## config.mk

```make
export PLATFORM = sky130hd
export DESIGN_NAME = ptp_ts_queue_flat
export DESIGN_NICKNAME = d
export VERILOG_FILES = /design/src/rtl/ptp_ts_queue_pkg.sv /design/src/rtl/ptp_ts_queue_if.sv /design/src/rtl/ptp_ts_fifo.sv /design/src/rtl/ptp_ts_queue.sv /design/src/flat_wrapper.sv
export SDC_FILE = /design/constraint.sdc
export NUM_CORES = 1
export LEC_CHECK = 0
export ABC_AREA = 0
export CORE_MARGIN = 2
export CORE_UTILIZATION = 61
export CTS_BUF_LIST = sky130_fd_sc_hd__clkbuf_16
export DETAILED_ROUTE_END_ITERATION = 12
export PLACE_DENSITY = 0.93
export SYNTH_ARGS = -nofsm -noshare
export SYNTH_HDL_FRONTEND = slang
export SYNTH_HIERARCHICAL = 1
export SYNTH_SLANG_ARGS = --single-unit
export TNS_END_PERCENT = 30
```

## constraint.sdc

```tcl
create_clock -name rtc_clk -period 7.2 [get_ports rtc_clk]
set_input_delay 1.44 -clock rtc_clk [delete_from_list [all_inputs] [get_ports rtc_clk]]
set_output_delay 1.44 -clock rtc_clk [all_outputs]
set_load 0.01 [all_outputs]
```

## src/rtl/ptp_ts_queue_pkg.sv

```systemverilog
// Shared constants and record layout for the PTP timestamp queue.
package ptp_ts_queue_pkg;

    // Read-port word indices
    localparam logic [2:0] TSQ_W_NS   = 3'd0;
    localparam logic [2:0] TSQ_W_SECL = 3'd1;
    localparam logic [2:0] TSQ_W_SECH = 3'd2;
    localparam logic [2:0] TSQ_W_ID   = 3'd3;
    localparam logic [2:0] TSQ_W_STAT = 3'd4;

    localparam int unsigned TSQ_REC_W = 116;

    // One stored timestamp record; timestamp is {seconds[47:0], nanoseconds[31:0]}
    typedef struct packed {
        logic [3:0]  msg_type;
        logic [15:0] seq_id;
        logic [15:0] frac_ns;
        logic [79:0] timestamp;
    } ts_rec_t;

endpackage

```

## src/rtl/ptp_ts_queue_if.sv

```systemverilog
// Capture strobe plus software read/pop port of the timestamp queue.
interface ptp_ts_queue_if;

    logic        ts_valid_i;
    logic [79:0] ts_timestamp_i;
    logic [15:0] ts_frac_ns_i;
    logic [15:0] ts_seqId_i;
    logic [3:0]  ts_messageType_i;
    logic [2:0]  rd_sel_i;
    logic [31:0] rd_data_o;
    logic        pop_i;
    logic        clr_ovf_i;
    logic [3:0]  count_o;
    logic        empty_o;
    logic        full_o;
    logic        int_ts_o;

    modport master (
        output ts_valid_i, ts_timestamp_i, ts_frac_ns_i, ts_seqId_i, ts_messageType_i,
        output rd_sel_i, pop_i, clr_ovf_i,
        input  rd_data_o, count_o, empty_o, full_o, int_ts_o
    );

    modport slave (
        input  ts_valid_i, ts_timestamp_i, ts_frac_ns_i, ts_seqId_i, ts_messageType_i,
        input  rd_sel_i, pop_i, clr_ovf_i,
        output rd_data_o, count_o, empty_o, full_o, int_ts_o
    );

endinterface

```

## src/rtl/ptp_ts_fifo.sv

```systemverilog
// Register FIFO with pointer+count bookkeeping and a synchronous flush.
module ptp_ts_fifo #(
    parameter int unsigned DEPTH = 4,
    parameter int unsigned AW    = 2,
    parameter int unsigned W     = 116
) (
    input  logic          clk,
    input  logic          rst_n,
    input  logic          flush,
    input  logic          push,
    input  logic          pop,
    input  logic [W-1:0]  wdata,
    output logic [W-1:0]  rdata,
    output logic [AW:0]   count,
    output logic          full,
    output logic          empty
);

    localparam logic [AW:0] DepthCnt = (AW + 1)'(DEPTH);

    logic [W-1:0]  mem [DEPTH];
    logic [AW-1:0] wr_ptr_q, wr_ptr_d, rd_ptr_q, rd_ptr_d;
    logic [AW:0]   cnt_q, cnt_d;
    logic          do_push, do_pop;

    assign empty = (cnt_q == '0);
    assign full  = (cnt_q == DepthCnt);
    assign count = cnt_q;
    assign rdata = mem[rd_ptr_q];

    // A pop frees the slot a same-cycle push needs when full
    assign do_pop  = pop & ~empty;
    assign do_push = push & (~full | do_pop);

    // Next pointers/count; flush overrides any push or pop
    always_comb begin
        wr_ptr_d = wr_ptr_q;
        rd_ptr_d = rd_ptr_q;
        cnt_d    = cnt_q;
        if (flush) begin
            wr_ptr_d = '0;
            rd_ptr_d = '0;
            cnt_d    = '0;
        end else begin
            if (do_push) wr_ptr_d = wr_ptr_q + 1'b1;
            if (do_pop)  rd_ptr_d = rd_ptr_q + 1'b1;
            if (do_push && !do_pop) cnt_d = cnt_q + 1'b1;
            if (do_pop && !do_push) cnt_d = cnt_q - 1'b1;
        end
    end

    // Pointer and count registers
    always_ff @(posedge clk or negedge rst_n) begin
        if (!rst_n) begin
            wr_ptr_q <= '0;
            rd_ptr_q <= '0;
            cnt_q    <= '0;
        end else begin
            wr_ptr_q <= wr_ptr_d;
            rd_ptr_q <= rd_ptr_d;
            cnt_q    <= cnt_d;
        end
    end

    // Storage needs no reset; it is never visible while empty
    always_ff @(posedge clk) begin
        if (do_push && !flush) mem[wr_ptr_q] <= wdata;
    end

endmodule

```

## src/rtl/ptp_ts_queue.sv

```systemverilog
// Timestamp record queue: message filter, overflow tracking and word-select read port.
module ptp_ts_queue
    import ptp_ts_queue_pkg::*;
#(
    parameter int unsigned DEPTH = 4,
    parameter int unsigned AW    = 2
) (
    input  logic              rtc_clk,
    input  logic              rtc_rst_n,
    input  logic              dis_ptpv2_i,
    input  logic [15:0]       msg_mask_i,
    ptp_ts_queue_if.slave     bus
);

    ts_rec_t     wr_rec, head;
    logic [AW:0] fifo_cnt;
    logic        fifo_full, fifo_empty;
    logic        push_req, ovf_event;
    logic        ovf_flag_q;
    logic [7:0]  ovf_cnt_q;
    logic [31:0] rd_data_d, rd_data_q;

    assign wr_rec = {bus.ts_messageType_i, bus.ts_seqId_i, bus.ts_frac_ns_i, bus.ts_timestamp_i};
    assign push_req = bus.ts_valid_i & msg_mask_i[bus.ts_messageType_i] & ~dis_ptpv2_i;
    // Full implies non-empty, so any pop makes room for the push
    assign ovf_event = push_req & fifo_full & ~bus.pop_i;

    ptp_ts_fifo #(
        .DEPTH (DEPTH),
        .AW    (AW),
        .W     (TSQ_REC_W)
    ) u_fifo (
        .clk   (rtc_clk),
        .rst_n (rtc_rst_n),
        .flush (dis_ptpv2_i),
        .push  (push_req),
        .pop   (bus.pop_i),
        .wdata (wr_rec),
        .rdata (head),
        .count (fifo_cnt),
        .full  (fifo_full),
        .empty (fifo_empty)
    );

    assign bus.count_o  = 4'(fifo_cnt);
    assign bus.empty_o  = fifo_empty;
    assign bus.full_o   = fifo_full;
    assign bus.int_ts_o = ~fifo_empty;
    assign bus.rd_data_o = rd_data_q;

    // Sticky overflow flag and saturating drop counter; clear beats a coincident drop
    always_ff @(posedge rtc_clk or negedge rtc_rst_n) begin
        if (!rtc_rst_n) begin
            ovf_flag_q <= 1'b0;
            ovf_cnt_q  <= 8'h00;
        end else if (bus.clr_ovf_i) begin
            ovf_flag_q <= 1'b0;
            ovf_cnt_q  <= 8'h00;
        end else if (ovf_event) begin
            ovf_flag_q <= 1'b1;
            if (ovf_cnt_q != 8'hFF) ovf_cnt_q <= ovf_cnt_q + 8'h01;
        end
    end

    // Read word mux over the current head; record words read 0 while empty
    always_comb begin
        rd_data_d = 32'h0;
        case (bus.rd_sel_i)
            TSQ_W_NS:   if (!fifo_empty) rd_data_d = head.timestamp[31:0];
            TSQ_W_SECL: if (!fifo_empty) rd_data_d = head.timestamp[63:32];
            TSQ_W_SECH: if (!fifo_empty) rd_data_d = {head.frac_ns, head.timestamp[79:64]};
            TSQ_W_ID:   if (!fifo_empty) rd_data_d = {12'h0, head.msg_type, head.seq_id};
            TSQ_W_STAT: rd_data_d = {16'h0, ovf_cnt_q, 2'b00, fifo_full, ovf_flag_q,
                                     bus.count_o};
            default:    rd_data_d = 32'h0;
        endcase
    end

    // Registered read data, one cycle behind rd_sel_i
    always_ff @(posedge rtc_clk or negedge rtc_rst_n) begin
        if (!rtc_rst_n) rd_data_q <= 32'h0;
        else            rd_data_q <= rd_data_d;
    end

endmodule

```

## src/flat_wrapper.sv

```systemverilog
// flat-port wrapper written by rule: the top's interface ports become plain ports
module ptp_ts_queue_flat import ptp_ts_queue_pkg::*;
#(
    parameter int unsigned DEPTH = 4,
    parameter int unsigned AW    = 2
)
  (rtc_clk, rtc_rst_n, dis_ptpv2_i, msg_mask_i, bus_ts_valid_i, bus_ts_timestamp_i, bus_ts_frac_ns_i, bus_ts_seqId_i, bus_ts_messageType_i, bus_rd_sel_i, bus_pop_i, bus_clr_ovf_i, bus_rd_data_o, bus_count_o, bus_empty_o, bus_full_o, bus_int_ts_o);
  ptp_ts_queue_if bus_i ();
  input  logic rtc_clk;
  input  logic rtc_rst_n;
  input  logic dis_ptpv2_i;
  input  logic [15:0] msg_mask_i;
  input wire logic [$bits(bus_i.ts_valid_i)-1:0] bus_ts_valid_i;
  input wire logic [$bits(bus_i.ts_timestamp_i)-1:0] bus_ts_timestamp_i;
  input wire logic [$bits(bus_i.ts_frac_ns_i)-1:0] bus_ts_frac_ns_i;
  input wire logic [$bits(bus_i.ts_seqId_i)-1:0] bus_ts_seqId_i;
  input wire logic [$bits(bus_i.ts_messageType_i)-1:0] bus_ts_messageType_i;
  input wire logic [$bits(bus_i.rd_sel_i)-1:0] bus_rd_sel_i;
  input wire logic [$bits(bus_i.pop_i)-1:0] bus_pop_i;
  input wire logic [$bits(bus_i.clr_ovf_i)-1:0] bus_clr_ovf_i;
  output wire logic [$bits(bus_i.rd_data_o)-1:0] bus_rd_data_o;
  output wire logic [$bits(bus_i.count_o)-1:0] bus_count_o;
  output wire logic [$bits(bus_i.empty_o)-1:0] bus_empty_o;
  output wire logic [$bits(bus_i.full_o)-1:0] bus_full_o;
  output wire logic [$bits(bus_i.int_ts_o)-1:0] bus_int_ts_o;
  assign bus_i.ts_valid_i = bus_ts_valid_i;
  assign bus_i.ts_timestamp_i = bus_ts_timestamp_i;
  assign bus_i.ts_frac_ns_i = bus_ts_frac_ns_i;
  assign bus_i.ts_seqId_i = bus_ts_seqId_i;
  assign bus_i.ts_messageType_i = bus_ts_messageType_i;
  assign bus_i.rd_sel_i = bus_rd_sel_i;
  assign bus_i.pop_i = bus_pop_i;
  assign bus_i.clr_ovf_i = bus_clr_ovf_i;
  assign bus_rd_data_o = bus_i.rd_data_o;
  assign bus_count_o = bus_i.count_o;
  assign bus_empty_o = bus_i.empty_o;
  assign bus_full_o = bus_i.full_o;
  assign bus_int_ts_o = bus_i.int_ts_o;
  ptp_ts_queue #(.DEPTH(DEPTH), .AW(AW)) u_core (.rtc_clk(rtc_clk), .rtc_rst_n(rtc_rst_n), .dis_ptpv2_i(dis_ptpv2_i), .msg_mask_i(msg_mask_i), .bus(bus_i));
endmodule
```

==> results by group, run 1 <==
Status
  – Run status: finished clean

Logic synthesis
  – Syn Nets: 1,073
  – Netlist cell types: 54
  – Synth Cell Area: 0.01960 sq mm
  – Post-synth top cells: 464 x edfxtp_1, 116 x mux4_2, 48 x dfrtp_1, 38 x nor2_1, 26 x a21oi_1
  – Yosys top cell area share: 0.7107
  – Register area share after synthesis: 0.7720
  – #FFs+latches synth: 512
  – Synthesized area per cell: 21.17 sq um
  – Yosys warnings: 6
  – Cells after Synth: 926
  – Most area-consuming cells after synthesis: edfxtp_1 71%, mux4_2 13%, dfrtp_1 6.1%
  – Area leader, netlist: edfxtp_1
  – Number of synthesized flops with an enable pin: 464
  – Async S/R FF share, synth: 0.09375
  – Most frequent cell after synthesis: edfxtp_1
  – Synth Flop Type: edfxtp_1

Power and ir drop
  – Sequential Power Share: 0.547
  – Power Density: 259.3 mW/mm^2
  – Int Power: 4788 uW
  – Static Leak: 0.007572 uW
  – Switching part of the total: 0.2067
  – P_sw: 1248 uW
  – Comb pwr share: 0.068
  – Max VDD drop: 0.2235 mV
  – Clock power frac: 0.385

Worst setup path
  – R2r setup slk: 3.69 ns
  – R2R Path End: u_core/bus.rd_data_o[4]$_DFF_PN0_
  – FF-to-FF Start: u_core/u_fifo/rd_ptr_q[1]$_DFFE_PN0P_
  – Slowest Stage Delay on Critical Path: 0.80 ns
  – CP cell instances: clkdlybuf4s50_1, mux2_1, o2bb2ai_1, or3_1, o31ai_1, and3b_1, o211a_1, and2_4, buf_4
  – Crit path capture type: flop
  – Cell count of the worst reg-to-reg path: 5
  – Critical path class: in -> reg
  – Crit-path leading delay family: simple AND/OR/NAND/NOR gates
  – Buf/Inv on CP: 2
  – CP Data Required Time: 7.40 ns
  – Critical Path AT: 5.19 ns
  – Crit path max-delay cell type: and2_4
  – Maximum fanout along the worst path: 61
  – CP startpoint kind: input pin

Timing
  – Max Transition Viols Final: 0
  – Worst-Margin Slew: 1.170 ns
  – Final period util: 0.6933
  – Setup TNS: 0 ns
  – Count of final hold-check violations: 0
  – Fmax: 200.3 MHz
  – Rel. slew slack: 0.2203
  – RSZ-0062 raised after global routing: false
  – Final Critical Period: 4.992 ns
  – Setup-failing EPs final: 0
  – Post-route clock skew: 0.01559 ns
  – Min Hold Slack: 0.5495 ns

Placed design
  – Placer Congestion: 0.7924
  – Port Buffers: 178
  – HPWL Detailed: 24,890 microns

Clocking
  – H-Tree Depth: 2
  – Worst-path clk slew: 0.06 ns
  – Clk buf depth: 3
  – Post-CTS Setup Bufs: 0
  – CTS tree: yes
  – Hold_buf cts: 0
  – Clock root cell: clkbuf_16
  – TritonCTS buffer count: 49
  – Clock Latency Late Sink: 0.54 ns
  – Post-CTS sizing: 0
  – CTS Sinks: 512

Detailed routing
  – Via density: 6.506
  – DR pass1 iterations: 7
  – Via count of the routed design: 10,190
  – Post-route ant nets: 0
  – Initial drt markers: 1,108
  – Drc violations: 0
  – Final WL: 43,760 microns
  – Routed len/inst: 27.94 microns

Global routing
  – Vias in the first global route: 10,930
  – Largest net degree at the start of global routing: 86
  – Initial antenna violation count: 5
  – Total congestion overflow: 0
  – First-pass GRT wire length: 65,840 microns
  – Gr usage total: 0.2664

Finish
  – Register area: 0.01514 sq mm
  – Layout area overhead: 18.73%
  – Filler cell count: 1,665
  – Area of the multi-input gates: 0.004210 sq mm
  – Final net count: 1,269
  – Share of cells above drive strength 1: 0.1810

Min path
  – Hold Crit Start: u_core/ovf_flag_q$_DFFE_PN0P_
  – Hold endpoint: u_core/ovf_flag_q$_DFFE_PN0P_
  – Hold Path Cell Cnt: 2
  – Hold crit path type: reg -> reg

Die
  – Die H: 183.3 microns
  – Die width: 183.3 microns
  – Core Box Area: 0.03164 sq mm
  – Die area: 0.03359 sq mm
  – Starting Density: 0.6197
  – Rows: 65
  – Io pins: 180

Job
  – Max-cap violation count: 0
-- flip-flops by register name (all words and copies together) (netlist names) --
signal,count
u_core/u_fifo/mem,464
u_core/u_fifo/wr_ptr_q,2
u_core/u_fifo/rd_ptr_q,2
u_core/ovf_flag_q,1
u_core/bus.rd_data_o,32
u_core/ovf_cnt_q,8
u_core/u_fifo/count,3
-- placed cells by master (no fill, tap or decap), types with 16 or more instances in the layout --
master and count:
edfxtp_1 464, clkdlybuf4s50_1 177, mux4_2 116, clkbuf_16 49
dfrtp_1 46, nor2_1 38, inv_1 27, a21oi_1 26
o21ai_0 25, nand2_1 19, buf_4 17, mux2i_1 16
-- power by group through the flow --
| stage | registers (uW) | logic [uW] | clock network [uW] |
|---|---|---|---|
| 2_1_floorplan | 3350 | 224 | 0 |
| 3_3_place_gp | 3360 | 389 | 0 |
| 3_5_place_dp | 3360 | 401 | 0 |
| 4_1_cts | 3300 | 410 | 2360 |
| 5_1_grt | 3310 | 434 | 2470 |
| 6_report | 3300 | 408 | 2320 |
-- routing by layer --
metal	vias up	global-route usage	routed length (microns)
li1	4230	-	-
met2	623	0.4511	22360
met4	0	0.08960	1322
met5	-	0	0
met1	5222	0.3545	16120
met3	113	0.05123	3955
-- worst register-to-register path, delay by kind of cell, from the launching register on --
kind / cells / cell delay, ns
AO/OA/AOI/OAI: 3 / 0.96
multiplexers: 1 / 0.47
flip-flops: 1 / 1.05
buffers and inverters: 1 / 0.85
-- how the worst max path moves through the flow --
stage	startpoint	cells past startpoint	endpoint
after floorplan	bus_ts_messageType_i[2]	9	u_core/u_fifo/mem[0][0]$_DFFE_PP_
after global placement	bus_ts_messageType_i[0]	9	u_core/u_fifo/mem[3][113]$_DFFE_PP_
after detailed placement	bus_ts_messageType_i[0]	9	u_core/u_fifo/mem[2][73]$_DFFE_PP_
after CTS	bus_ts_messageType_i[0]	9	u_core/u_fifo/mem[2][115]$_DFFE_PP_
after global routing	bus_ts_messageType_i[2]	8	u_core/u_fifo/mem[2][114]$_DFFE_PP_
final	bus_ts_messageType_i[2]	9	u_core/u_fifo/mem[3][113]$_DFFE_PP_
-- per-stage QoR --
| step | cell area [sq um] | setup slack [ns] | util | power, uW | std cells |
|---|---|---|---|---|---|
| after global routing | 23270 | 2.014 | 0.7355 | 6211 | 1563 |
| after detailed placement | 21820 | 1.784 | 0.6898 | 3766 | 1473 |
| final | 23270 | 2.208 | 0.7357 | 6036 | 1566 |
| after global placement | 21820 | 1.886 | 0.6898 | 3750 | 1473 |
| after floorplan | 19600 | 1.143 | - | 3577 | 926 |
| after CTS | 23260 | 2.253 | 0.7354 | 6074 | 1562 |
-- kinds of logic after synthesis --
family | count (synthesis) | share of synthesized area
buf+inv | 58 | 0.01474
mux | 136 | 0.1437
simple gates | 95 | 0.02381
xor+xnor | 7 | 0.003127
other cells | 1 | 0.0001913
fa+ha+maj | 6 | 0.004212
flops | 512 | 0.7720
compound gates | 111 | 0.03817
-- final cells by class --
cell class              count  area share
well taps                 402     0.02161
repair buffers            197     0.08354
inverters                   6   0.0009676
clock inverters            40    0.009300
diodes                      4   0.0004301
multi-input cells         356      0.1809
clock buffers              49     0.05268
flip-flops and latches    512      0.6506
(Power assumes the default switching activity.)
==> run 2, diff against run 1 <==
- CORE_UTILIZATION: 61 -> 57
- PLACE_DENSITY: 0.93 -> 0.88
- clock period: 7.2 -> 4.6 ns (I/O delays scaled with it)
==> run 2 against run 1 <==
Effect of this change: critical path depth is 4 higher; non-clock buffer count is 12 higher; power rose by 58%; clock power up 61%; final area is 1.4% higher; via count shrank 1.7%; combinational power is 61% higher; sequential cell count unchanged; register-to-register slack lost 2.1 ns; sequential share of layout area fell by 0.88 points; wire length down 1.6%; largest cell class unchanged; highest routed layer unchanged.
==> results by group, run 2 (synthesized netlist as in run 1, its figures left out) <==
Status
  – Run status: finished clean

Finish
  – Most frequent cells in the layout: 464 x edfxtp_1, 177 x clkdlybuf4s50_1, 116 x mux4_2
  – Final net count: 1,282
  – Most common cell after layout, fill and taps aside: edfxtp_1
  – Max reg flops: 464
  – Top reg by flops: u_core/u_fifo/mem
  – Layout area overhead: 20.35%
  – Fin util: 0.7001
  – Share of cells above drive strength 1: 0.1929

Clocking
  – Clock root cell: clkbuf_16
  – TritonCTS buffer count: 50
  – Post-CTS Setup Bufs: 0
  – CTS tree: yes
  – Worst-path clk slew: 0.06 ns
  – Post-CTS sizing: 0
  – Hold_buf cts: 0
  – H-Tree Depth: 2
  – CTS Sinks: 512
  – Clock Latency Late Sink: 0.57 ns
  – Clk buf depth: 3

Detailed routing
  – Drc violations: 0
  – Via density: 6.147
  – Post-route ant nets: 0
  – Routed len/inst: 26.44 microns
  – Via count of the routed design: 10,010
  – Final WL: 43,070 microns
  – DR pass1 iterations: 7
  – Initial drt markers: 1,170

Worst setup path
  – Worst path most repeated cell: nor2b_1
  – Critical Path AT: 4.37 ns
  – Crit path capture type: flop
  – Crit-path leading delay family: simple AND/OR/NAND/NOR gates
  – Critical path class: in -> reg
  – CP Data Required Time: 5.07 ns
  – CP startpoint kind: input pin
  – Maximum fanout along the worst path: 10
  – Crit path max-delay cell type: clkdlybuf4s50_1
  – Slowest Stage Delay on Critical Path: 0.72 ns
  – Buf/Inv on CP: 1
  – CP cell instances: clkdlybuf4s50_1, nand2b_1, o2bb2ai_1, or3_1, o31ai_1, and3b_1, nor2b_1, nor2b_1, fa_1, o21ai_0, a31oi_1, a21oi_1, a211oi_1
  – R2r setup slk: 1.61 ns

Min path
  – Hold crit path type: in -> async

Die
  – Die width: 189.5 microns
  – Die H: 189.5 microns
  – Io pins: 180
  – Die area: 0.03589 sq mm
  – Core Box Area: 0.03370 sq mm
  – Rows: 67
  – Starting Density: 0.5817

Timing
  – Setup TNS: 0 ns
  – Final worst setup slack: 0.6969 ns
  – Count of final hold-check violations: 0
  – Final period util: 0.8485
  – Post-route clock skew: 0.02188 ns
  – Fmax: 256.2 MHz
  – Rel. slew slack: 0.3288
  – Setup-failing EPs final: 0
  – Final Critical Period: 3.903 ns
  – Worst-Margin Slew: 1.002 ns
  – RSZ-0062 raised after global routing: false
  – Max Transition Viols Final: 0

Power and ir drop
  – Max VDD drop: 0.3205 mV
  – Static Leak: 0.007690 uW
  – Overall power: 9563 uW
  – Power Density: 405.3 mW/mm^2

Global routing
  – Largest net degree at the start of global routing: 63
  – Vias in the first global route: 10,630
  – Gr usage total: 0.2450
  – Initial antenna violation count: 4
  – Total congestion overflow: 0
  – First-pass GRT wire length: 64,470 microns

Placed design
  – DP Worst Slack: 0.2357 ns
  – Port Buffers: 178
  – HPWL Detailed: 25,920 microns
  – Placer Congestion: 0.8344

Job
  – Max-cap violation count: 0
==> run 2: changes by cell type in the layout (fill, tap and decap cells not counted) <==
cell and delta:
clkinv_2 -1, buf_4 +4, inv_6 +2, clkbuf_16 +1, clkinv_1 -1, clkinv_4 +1
clkinvlp_4 +1, buf_12 +8, inv_1 +1, clkinv_8 +1
==> run 2: metal layers <==
layer / vias to the layer above / part of all wire / GRT usage
li1: 4264 / - / -
met1: 5123 / 0.38 / 0.3276
met2: 534 / 0.50 / 0.4059
met3: 93 / 0.090 / 0.05301
met4: 0 / 0.030 / 0.08438
met5: - / 0 / 0
==> run 2: report_power, final <==
| group | total [uW] | internal [uW] | switching [uW] |
|---|---|---|---|
| combinational | 656 | 343 | 313 |
| clock | 3740 | 2090 | 1650 |
| sequential | 5170 | 5130 | 38.6 |
==> run 2: worst paths after layout <==
path | to | from | cells after the start
hold reg to reg | u_core/bus.rd_data_o[4]$_DFF_PN0_ | u_core/ovf_flag_q$_DFFE_PN0P_ | 2
setup reg to reg | u_core/ovf_cnt_q[7]$_DFFE_PN0P_ | u_core/u_fifo/count[0]$_DFFE_PN0P_ | 8
min in group rtc_clk | u_core/bus.rd_data_o[4]$_DFF_PN0_ | u_core/ovf_flag_q$_DFFE_PN0P_ | 2
setup / recovery | u_core/u_fifo/count[1]$_DFFE_PN0P_ | bus_ts_messageType_i[0] | 13
max in group asynchronous | u_core/u_fifo/rd_ptr_q[1]$_DFFE_PN0P_ | rtc_rst_n | 2
hold / removal | u_core/bus.rd_data_o[18]$_DFF_PN0_ | rtc_rst_n | 1
==> run 2: worst register-to-register path: stages (launching register included) <==
cell and delay [ns]:
dfrtp_1 0.48, or2_1 0.39, nor2_1 0.36, and4bb_2 0.33, o21ai_0 0.13, nor4_1 0.29, nor2_1 0.24, or4_1 0.51
a21oi_1 0.17
==> run 2: metrics by stage <==
step | hold slack [ns] | instance area, sq um | std cells
6_report | 0.4700 | 23590 | 1629
3_5_place_dp | 0.4912 | 22070 | 1531
4_1_cts | 0.4760 | 23580 | 1625
3_3_place_gp | 0.5027 | 22070 | 1531
5_1_grt | 0.5136 | 23580 | 1625
2_1_floorplan | 0.4506 | 19610 | 926
==> run 2: cell type report <==
type                       count  area [sq um]
inverter                       6         22.52
clock inverter                44         261.5
multi-input combinational    356          4210
sequential                   512         15140
fill                        1976         10110
clock buffer                  50          1251
tap                          448         560.5
antenna                        4         10.01
timing repair buffer         209          2135
